==> src/rtl/syndrome_frame_ctrl.sv <==
// syndrome_frame_ctrl: frames incoming codeword beats for a bank of J
// syndrome lanes and buffers the J syndromes each lane bank produces.
//
// Ports
//   clk_i, rst_ni       clock, asynchronous active-low reset
//   in_valid_i/in_sof_i upstream beat valid / beat is codeword beat 0
//   in_ready_o          beat accepted when in_valid_i && in_ready_o
//   lane_valid_o        beat valid to all lanes (combinational)
//   lane_start_o        codeword start to the lanes (combinational)
//   lane_last_o         codeword last beat to the lanes (combinational)
//   lane_s_valid_i      syndrome-valid from lane 1 (registered in the lane)
//   lane_s_i            J x 10-bit lane syndromes, lane j at [10j-1:10(j-1)]
//   out_valid_o         syndrome buffer holds a frame
//   out_ready_i         downstream accepts the buffer
//   syn_o               buffered syndromes
//   err_free_o          all buffered syndromes are zero
//   abort_o             one-cycle pulse: frame restarted mid-codeword
//
// Build option: define SYND_CTRL_ERRFREE_EN to build the zero detector
// behind err_free_o; otherwise err_free_o is tied low.

module syndrome_frame_ctrl #(
    parameter int unsigned M    = 32,
    parameter int unsigned NSYM = 544,
    parameter int unsigned J    = 22
) (
    input  logic            clk_i,
    input  logic            rst_ni,
    input  logic            in_valid_i,
    input  logic            in_sof_i,
    output logic            in_ready_o,
    output logic            lane_valid_o,
    output logic            lane_start_o,
    output logic            lane_last_o,
    input  logic            lane_s_valid_i,
    input  logic [J*10-1:0] lane_s_i,
    output logic            out_valid_o,
    input  logic            out_ready_i,
    output logic [J*10-1:0] syn_o,
    output logic            err_free_o,
    output logic            abort_o
);

    localparam int unsigned BEATS  = NSYM / M;
    localparam int unsigned CW     = (BEATS > 1) ? $clog2(BEATS) : 1;
    localparam int unsigned SW     = J * 10;
    localparam bit          SINGLE = (BEATS == 1);
    localparam logic [CW-1:0] LAST_BEAT = CW'(BEATS - 1);

    // Elaboration-time parameter sanity check
    if (NSYM % M != 0) begin : g_bad_nsym
        $error("syndrome_frame_ctrl: NSYM must be a multiple of M");
    end

    typedef enum logic {
        IDLE = 1'b0,
        RUN  = 1'b1
    } state_e;

    state_e          state_q, state_d;
    logic [CW-1:0]   beat_q, beat_d;
    logic            pend_q;
    logic            abort_q, abort_d;
    logic            out_valid_q;
    logic [SW-1:0]   syn_q;
    logic            last_cand;
    logic            acc;

    // State register
    always_ff @(posedge clk_i or negedge rst_ni) begin
        if (!rst_ni) begin
            state_q <= IDLE;
            beat_q  <= '0;
            abort_q <= 1'b0;
        end else begin
            state_q <= state_d;
            beat_q  <= beat_d;
            abort_q <= abort_d;
        end
    end

    // Next state, beat handshake and lane controls
    always_comb begin
        state_d      = state_q;
        beat_d       = beat_q;
        abort_d      = 1'b0;
        lane_valid_o = 1'b0;
        lane_start_o = 1'b0;
        lane_last_o  = 1'b0;
        in_ready_o   = 1'b1;
        acc          = 1'b0;

        // Would this beat be a codeword's last beat if accepted?
        if (in_sof_i) begin
            last_cand = in_valid_i && SINGLE;
        end else begin
            last_cand = in_valid_i && (state_q == RUN) && (beat_q == LAST_BEAT);
        end

        // Hold the last beat while its capture could overwrite unconsumed data
        if (last_cand && ((out_valid_q && !out_ready_i) || pend_q)) begin
            in_ready_o = 1'b0;
        end

        acc         = in_valid_i && in_ready_o;
        lane_last_o = acc && last_cand;

        if (acc) begin
            if (in_sof_i) begin
                lane_valid_o = 1'b1;
                lane_start_o = 1'b1;
                abort_d      = (state_q == RUN);
                if (SINGLE) begin
                    state_d = IDLE;
                    beat_d  = '0;
                end else begin
                    state_d = RUN;
                    beat_d  = CW'(1);
                end
            end else if (state_q == RUN) begin
                lane_valid_o = 1'b1;
                if (beat_q == LAST_BEAT) begin
                    state_d = IDLE;
                    beat_d  = '0;
                end else begin
                    beat_d = beat_q + CW'(1);
                end
            end
        end
    end

    // A last beat went to the lanes and its syndromes have not arrived yet
    always_ff @(posedge clk_i or negedge rst_ni) begin
        if (!rst_ni) begin
            pend_q <= 1'b0;
        end else if (lane_last_o) begin
            pend_q <= 1'b1;
        end else if (lane_s_valid_i) begin
            pend_q <= 1'b0;
        end
    end

    // Syndrome buffer; a capture wins over a same-edge drain
    always_ff @(posedge clk_i or negedge rst_ni) begin
        if (!rst_ni) begin
            out_valid_q <= 1'b0;
            syn_q       <= '0;
        end else if (lane_s_valid_i) begin
            out_valid_q <= 1'b1;
            syn_q       <= lane_s_i;
        end else if (out_ready_i) begin
            out_valid_q <= 1'b0;
        end
    end

`ifdef SYND_CTRL_ERRFREE_EN
    logic err_free_q;

    // Zero detect over the captured syndromes
    always_ff @(posedge clk_i or negedge rst_ni) begin
        if (!rst_ni) begin
            err_free_q <= 1'b0;
        end else if (lane_s_valid_i) begin
            err_free_q <= ~|lane_s_i;
        end
    end

    assign err_free_o = err_free_q;
`else
    assign err_free_o = 1'b0;
`endif

    assign out_valid_o = out_valid_q;
    assign syn_o       = syn_q;
    assign abort_o     = abort_q;

endmodule

==> config.mk <==
export PLATFORM = sky130hd
export DESIGN_NAME = syndrome_frame_ctrl
export DESIGN_NICKNAME = d
export VERILOG_FILES = /design/src/rtl/syndrome_frame_ctrl.sv
export SDC_FILE = /design/constraint.sdc
export NUM_CORES = 1
export LEC_CHECK = 0
export CORE_MARGIN = 2
export CORE_UTILIZATION = 30
export CTS_CLUSTER_DIAMETER = 30
export DETAILED_ROUTE_END_ITERATION = 6
export DONT_BUFFER_PORTS = 1
export PLACE_DENSITY = 0.48
export SLEW_MARGIN = 5
export SYNTH_ARGS = -nofsm -noshare
export SYNTH_HDL_FRONTEND = slang
export SYNTH_SLANG_ARGS = --single-unit
==> constraint.sdc <==
create_clock -name clk_i -period 1.2 [get_ports clk_i]
set_input_delay 0.18 -clock clk_i [delete_from_list [all_inputs] [get_ports clk_i]]
set_output_delay 0.18 -clock clk_i [all_outputs]
set_load 0.05 [all_outputs]
==> impl_results.md, run 1 <==
* Distinct cell type count after synthesis at 33
* Commonest cells after routing, fill and taps aside: dfrtp_1, buf_6, dlygate4sd3_1
* Yosys warns at 0
* CTS tree: done
* Hold slack at -0.6489 ns
* Crit-path cells: inv_2 -> ha_4 -> nand4bb_4 -> nor4_4 -> buf_12
* Starting Density at 0.3069
* Hold-fix buffers at CTS at 222
* Worst hold path type: primary input to asynchronous set/reset pin
* Sink Count at roughly 230
* Crit start category: flop
* Die ar. at 0.03189 sq mm
* Final nets at 1317
* I/O Buffers at 0
* H-tree depth at 2
* Final Hold Viols at 284
* TritonCTS Buffers at 54
* Final min period at about 2.0 ns
* Post-synth EDFFs at 0
* Area growth, synth to finish at 84.10%
* Initial antenna violation count at 0
* Crit. path cell count at 5
* Syn Nets at about 750
* Max FO, Critical Path at 4
* Start point of the critical path: beat_q[1]
* Most common cell after layout, fill and taps aside: dfrtp_1
* Post-DR wirelength/cell at 18.67 um
* Register area at 0.005733 sq mm
* CP required at between 1 and 1.5 ns
* Sequential fraction of the synthesis area at 0.6267
* Final cell count without fillers at 1521
* Setup Crit Path Kind: flop to output pin
* Area contributors post-synth: dfrtp_1, mux2_4, mux2_1, buf_6, mux2_2
* Die Height at 178.6 um
* I/O pins at roughly 450
* Worst-case reg-to-reg path depth at 8
* PnR worst setup slack at -0.8243 ns
* R2r setup slk at -0.36 ns
* Slew @ Worst Pin at around 0.8 ns
* CP arrival at 1.84 ns
* Area leader, netlist: dfrtp_1
* RR Endpoint: beat_q[1]
* Leak at around 0.0078 uW
* Tot Pwr at approximately 31000 uW
* Final setup fails at ~230
* Top cell type's share of synthesized area at 0.6267
* Top FF cell, synth: dfrtp_1
* Number of global-route vias before repair at approximately 7500
* Max-cap viol count at 0
* Critical Path Slowest Stage Cell: dfrtp_1
* Post-route antenna net violation count at 0
* Final wirelength at 28.40 mm
* Clock-pin slew on the worst setup and hold paths at around 0.05 ns
* Final Slew Violations at 0
* Top cell family by delay on the critical path: simple AND/OR/NAND/NOR gates
* Post-synthesis cell area at about 0.009 sq mm
* Clock Skew at about 0.0035 ns
* DR vias at 6647
* RR Startpoint: beat_q[1]
* Total grt overflow at 0
* Failing checks: negative hold slack, negative setup slack
* Area of the multi-input gates at 0.003204 sq mm
* Drt via density at 4.370
* Largest stage delay, worst path at approximately 0.4 ns
* Inst Count DP at between 1000 and 1500
* # rows at between 60 and 70
* Fmax at between 400 and 500 MHz
* Core Area at between 0.02 and 0.03 sq mm
* DR iter-0 viols at between 200 and 300
* Clock buffer depth at 3
* Peak VDD IR at about 0.0011 V
* CTS root buffer: clkbuf_16
* GRT Util Overall at 0.1653
* First-pass detailed-route iteration total at 4
* Yosys reg bits at 229
* Diodes inserted at 0
* Avg Inst Size Synth at roughly 18 sq um
* RePlAce Congestion at roughly 0.75
* Pwr per Cell Area at approximately 1800 mW/mm^2
* Share of cells above drive strength 1 at 0.4828
* Cells after Synth at around 520
* Worst-Skew Late Latency at about 0.52 ns
* Run status: complete, but fails checks
* Async set or reset register ratio after synthesis at 1.000
* # DRC at 0
* Critical Path Sink Type: output pin
* Share of the cycle needed by the critical path after routing at 1.687
* FILL cells at 2142
* DP HPWL at roughly 17 mm
* Global-route wire length before repair at 40.93 mm
* Die W at 178.6 um
* RSZ-0062 raised after global routing: true
* Buffers plus inverters on the worst setup path at 2
* Largest net degree at the start of global routing at 230
* Slew margin rel. at 0.4644
state kept, by name, indices dropped and copies added (netlist names):
register,cells
pend_q,1
syn_o,220
out_valid_o,1
abort_o,1
state_q,1
beat_q,5
cell usage after synthesis, types with 2 or more instances:
| master | number |
|---|---|
| o21ai_1 | 3 |
| mux2_1 | 107 |
| nor3_1 | 2 |
| mux2_2 | 13 |
| nand3b_1 | 2 |
| nand2_1 | 4 |
| inv_1 | 5 |
| buf_2 | 5 |
| mux2_4 | 100 |
| nor2_1 | 3 |
| nand3_1 | 3 |
| dfrtp_1 | 229 |
| ha_1 | 2 |
| buf_6 | 20 |
| nand2b_1 | 2 |
cell families (layout without fill, tap and decap cells):
logic type,Yosys count,after routing,share of synthesized area
AOI/OAI and AO/OA,11,11,0.009853
muxes,220,220,0.3120
DFF,229,229,0.6267
buffers and inverters,32,645,0.03065
adders and majority gates,2,2,0.002736
other,1,1,0.0004101
and+or+nand+nor,23,23,0.01765
how the worst max path moves through the flow:
stage / endpoint / slack [ns]
global route: lane_last_o / -0.91
finish: lane_last_o / -0.82
CTS: lane_last_o / -0.88
global placement: lane_last_o / -0.29
floorplan: pend_q / -0.55
detailed placement: lane_last_o / -0.31
where the power goes:
part	internal, uW	switching [uW]	total [uW]
registers	8540	630	9160
logic	3140	3750	6890
clock network	10500	4440	14900
total	22200	8810	31000
stage by stage:
| stage | util | instance area [sq um] | hold slack [ns] | TNS, ns | setup slack (ns) |
|---|---|---|---|---|---|
| floorplan | - | 9171 | -0.1156 | -2.160 | -0.5525 |
| CTS | 0.5513 | 16430 | -0.6733 | -22.17 | -0.8763 |
| finish | 0.5650 | 16830 | -0.6489 | -15.55 | -0.8243 |
| global placement | 0.3751 | 11180 | -0.1073 | -1.580 | -0.2851 |
| global route | 0.5650 | 16830 | -0.6846 | -25.69 | -0.9077 |
| detailed placement | 0.3751 | 11180 | -0.1089 | -2.009 | -0.3119 |
layer usage:
| layer | wire length (um) | up-vias | GRT usage | share of wire |
|---|---|---|---|---|
| li1 | - | 2985 | - | - |
| met1 | 10030 | 3259 | 0.1722 | 0.35 |
| met2 | 15300 | 340 | 0.3081 | 0.54 |
| met3 | 2254 | 63 | 0.05286 | 0.079 |
| met4 | 819 | 0 | 0.06098 | 0.029 |
| met5 | 0 | - | 0 | 0 |
repair_timing:
| item | 4_1_cts | 5_1_grt |
|---|---|---|
| pin swaps | 2 | 3 |
| buffers inserted | 36 | 50 |
| gates resized for setup | 230 | 8 |
| endpoints found under the setup margin | 230 | 233 |
| endpoints found under the hold margin | 457 | 441 |
layout make-up:
type | instances | area share
repair buffers | 541 | 0.3260
clock buffers | 66 | 0.08897
multi-input cells | 257 | 0.1904
well taps | 390 | 0.02899
clock inverters | 32 | 0.02356
inverters | 6 | 0.001561
flip-flops and latches | 229 | 0.3406
Note: power is estimated with default switching activity, not from simulation.
==> run 2: changes to the inputs <==
--- a/config.mk
+++ b/config.mk
@@ -5,6 +5,7 @@
 export SDC_FILE = /design/constraint.sdc
 export NUM_CORES = 1
 export LEC_CHECK = 0
+export ABC_AREA = 1
 export CORE_MARGIN = 2
 export CORE_UTILIZATION = 30
 export CTS_CLUSTER_DIAMETER = 30
==> run 2 against run 1 <==
Compared with the run above: the flow now stops in clock tree synthesis (4_1_cts); synthesized cell count rose by 95%; synthesized area fell by 3.0%.
==> impl_results.md, run 2 <==
* Async set or reset register ratio after synthesis at 1.000 (unchanged)
* Post-synth EDFFs at 0 (unchanged)
* Most frequent cell after synthesis: nand2_1
* CTS root buffer: clkbuf_16
* Compound-Gate Fraction of Synth Area at 0.001834 (-0.008018)
* Simple-gate share of the synthesized area at 0.3086 (+0.2910)
* Syn Nets at 1237 (+66%)
* I/O pins at 453 (unchanged)
* Top cell type's share of synthesized area at 0.6461 (+0.01936)
* Clock buffer depth at 3 (unchanged)
* H-tree depth at 2 (unchanged)
* Avg Inst Size Synth at 8.791 sq um (-50%)
* I/O Buffers at 0 (unchanged)
* Post-synthesis adder-cell area fraction at 0.002821 (+0.00008455)
* Area contributors post-synth: dfrtp_1, nand2_1, buf_2, buf_4, nand4_1
* RePlAce Congestion at 0.7543 (about the same)
* Post-synthesis cell area at 0.008870 sq mm (-3.0%)
* Distinct cell type count after synthesis at 23 (-30%)
* Largest family of logic cells by synthesized area: simple AND/OR/NAND/NOR gates
* Yosys warns at 0 (unchanged)
* Yosys reg bits at 229 (unchanged)
* Synth cell count leaders: nand2_1, dfrtp_1, buf_2
* # rows at 62 (-1.6%)
* Sink Count at 229 (unchanged)
* Halt Reason: [ERROR RSZ-0060] Max buffer count reached.
* Sequential fraction of the synthesis area at 0.6461 (+0.01936)
* Run status: aborted with a tool error
* Starting Density at 0.3065 (-0.0003402)
* Post-synthesis mux area share at 0 (-0.3120)
* Post-CTS setup buffer count at 15 (-58%)
* Top FF cell, synth: dfrtp_1
* Die W at 175.9 um (-1.5%)
* Die Height at 175.9 um (-1.5%)
* DP HPWL at 17.03 mm (+2.6%)
* TritonCTS Buffers at 54 (unchanged)
* Post-cts resize count at 232 (+0.87%)
* Area leader, netlist: dfrtp_1
* Cells after Synth at 1009 (+95%)
* Stop stage: clock tree synthesis (4_1_cts)
* Hold-fix buffers at CTS at 306 (+38%)
* Post-Synth XOR/XNOR Area at 0.0009874 (+0.0009874)
==> run 2: changes by cell type after synthesis, sizes merged, moves of 3 or more <==
cell,delta
nand2,+685
mux2,-220
buf,+21
inv,+7
clkbuf,+5
nand4,+5
nor2,+5
nand3b,-3
o21ai,-3
==> run 2: logic make-up after synthesis <==
| logic type | Yosys count |
|---|---|
| other | 1 |
| buffers and inverters | 65 |
| AO/OA/AOI/OAI | 3 |
| adder cells (fa/ha/maj) | 2 |
| flip-flops | 229 |
| XOR/XNOR | 1 |
| AND/OR/NAND/NOR | 708 |
==> run 2: through the flow <==
stage,util,hold WS (ns),instance area [sq um],cells,worst slack [ns]
after floorplan,-,-0.1156,8891,1009,-0.2722
after global placement,0.3335,-0.1103,9651,1409,-0.1418
after detailed placement,0.3335,-0.1083,9651,1409,-0.1794
==> run 3: changes to the inputs <==
--- a/config.mk
+++ b/config.mk
@@ -7,11 +7,10 @@
 export LEC_CHECK = 0
 export ABC_AREA = 1
 export CORE_MARGIN = 2
-export CORE_UTILIZATION = 30
-export CTS_CLUSTER_DIAMETER = 30
+export CORE_UTILIZATION = 20
 export DETAILED_ROUTE_END_ITERATION = 6
 export DONT_BUFFER_PORTS = 1
-export PLACE_DENSITY = 0.48
+export PLACE_DENSITY_LB_ADDON = 0.15
 export SLEW_MARGIN = 5
 export SYNTH_ARGS = -nofsm -noshare
 export SYNTH_HDL_FRONTEND = slang
==> constraint.sdc (replaced) <==
create_clock -name clk_i -period 1.6 [get_ports clk_i]
set_input_delay 0.24 -clock clk_i [delete_from_list [all_inputs] [get_ports clk_i]]
set_output_delay 0.24 -clock clk_i [all_outputs]
set_load 0.05 [all_outputs]
==> run 3 against run 2 <==
Compared with the run above: the flow again stops in clock tree synthesis (4_1_cts); synthesized area is the same; synthesized cell count is the same.
==> impl_results.md, run 3 <==
* Die W at 214.6 um (+22%)
* Die Height at 214.6 um (+22%)
* Most frequent cell after synthesis: nand2_1
* DP HPWL at 17.96 mm (+5.4%)
* Compound-Gate Fraction of Synth Area at 0.001834 (unchanged)
* Area contributors post-synth: dfrtp_1, nand2_1, buf_2, buf_4, nand4_1
* Hold-fix buffers at CTS at 324 (+5.9%)
* TritonCTS Buffers at 27 (-50%)
* Top FF cell, synth: dfrtp_1
* Halt Reason: [ERROR RSZ-0060] Max buffer count reached.
* Run status: aborted with a tool error
* Area leader, netlist: dfrtp_1
* Async set or reset register ratio after synthesis at 1.000 (unchanged)
* Post-synthesis mux area share at 0 (unchanged)
* Post-Synth XOR/XNOR Area at 0.0009874 (unchanged)
* Post-synthesis adder-cell area fraction at 0.002821 (unchanged)
* Synth cell count leaders: nand2_1, dfrtp_1, buf_2
* I/O Buffers at 0 (unchanged)
* # rows at 77 (+24%)
* CTS root buffer: clkbuf_16
* Yosys reg bits at 229 (unchanged)
* Sink Count at 229 (unchanged)
* H-tree depth at 1 (-1)
* Sequential fraction of the synthesis area at 0.6461 (unchanged)
* Simple-gate share of the synthesized area at 0.3086 (unchanged)
* Post-CTS setup buffer count at 3 (-12)
* Avg Inst Size Synth at 8.791 sq um (unchanged)
* RePlAce Congestion at 0.7790 (+3.3%)
* Cells after Synth at 1009 (unchanged)
* Distinct cell type count after synthesis at 23 (unchanged)
* Top cell type's share of synthesized area at 0.6461 (unchanged)
* Yosys warns at 0 (unchanged)
* Stop stage: clock tree synthesis (4_1_cts)
* I/O pins at 453 (unchanged)
* Post-cts resize count at 11 (-95%)
* Post-synth EDFFs at 0 (unchanged)
* Clock buffer depth at 3 (unchanged)
* Syn Nets at 1237 (unchanged)
* Largest family of logic cells by synthesized area: simple AND/OR/NAND/NOR gates
* Post-synthesis cell area at 0.008870 sq mm (unchanged)
* Starting Density at 0.2015 (-0.1051)
## run 3: cell counts after synthesis
No cell type changed its count.
## run 3: kinds of logic after synthesis
group / Yosys count
compound gates: 3
xor+xnor: 1
fa+ha+maj: 2
buf+inv: 65
flops: 229
other cells: 1
simple gates: 708
## run 3: through the flow
stage	utilization	hold slack [ns]	instance area, sq um	instances	worst slack, ns
after detailed placement	0.2145	-0.04980	9445	1559	0.1099
after global placement	0.2145	-0.04887	9445	1559	0.1077
after floorplan	-	-0.05559	8874	1009	0.02980
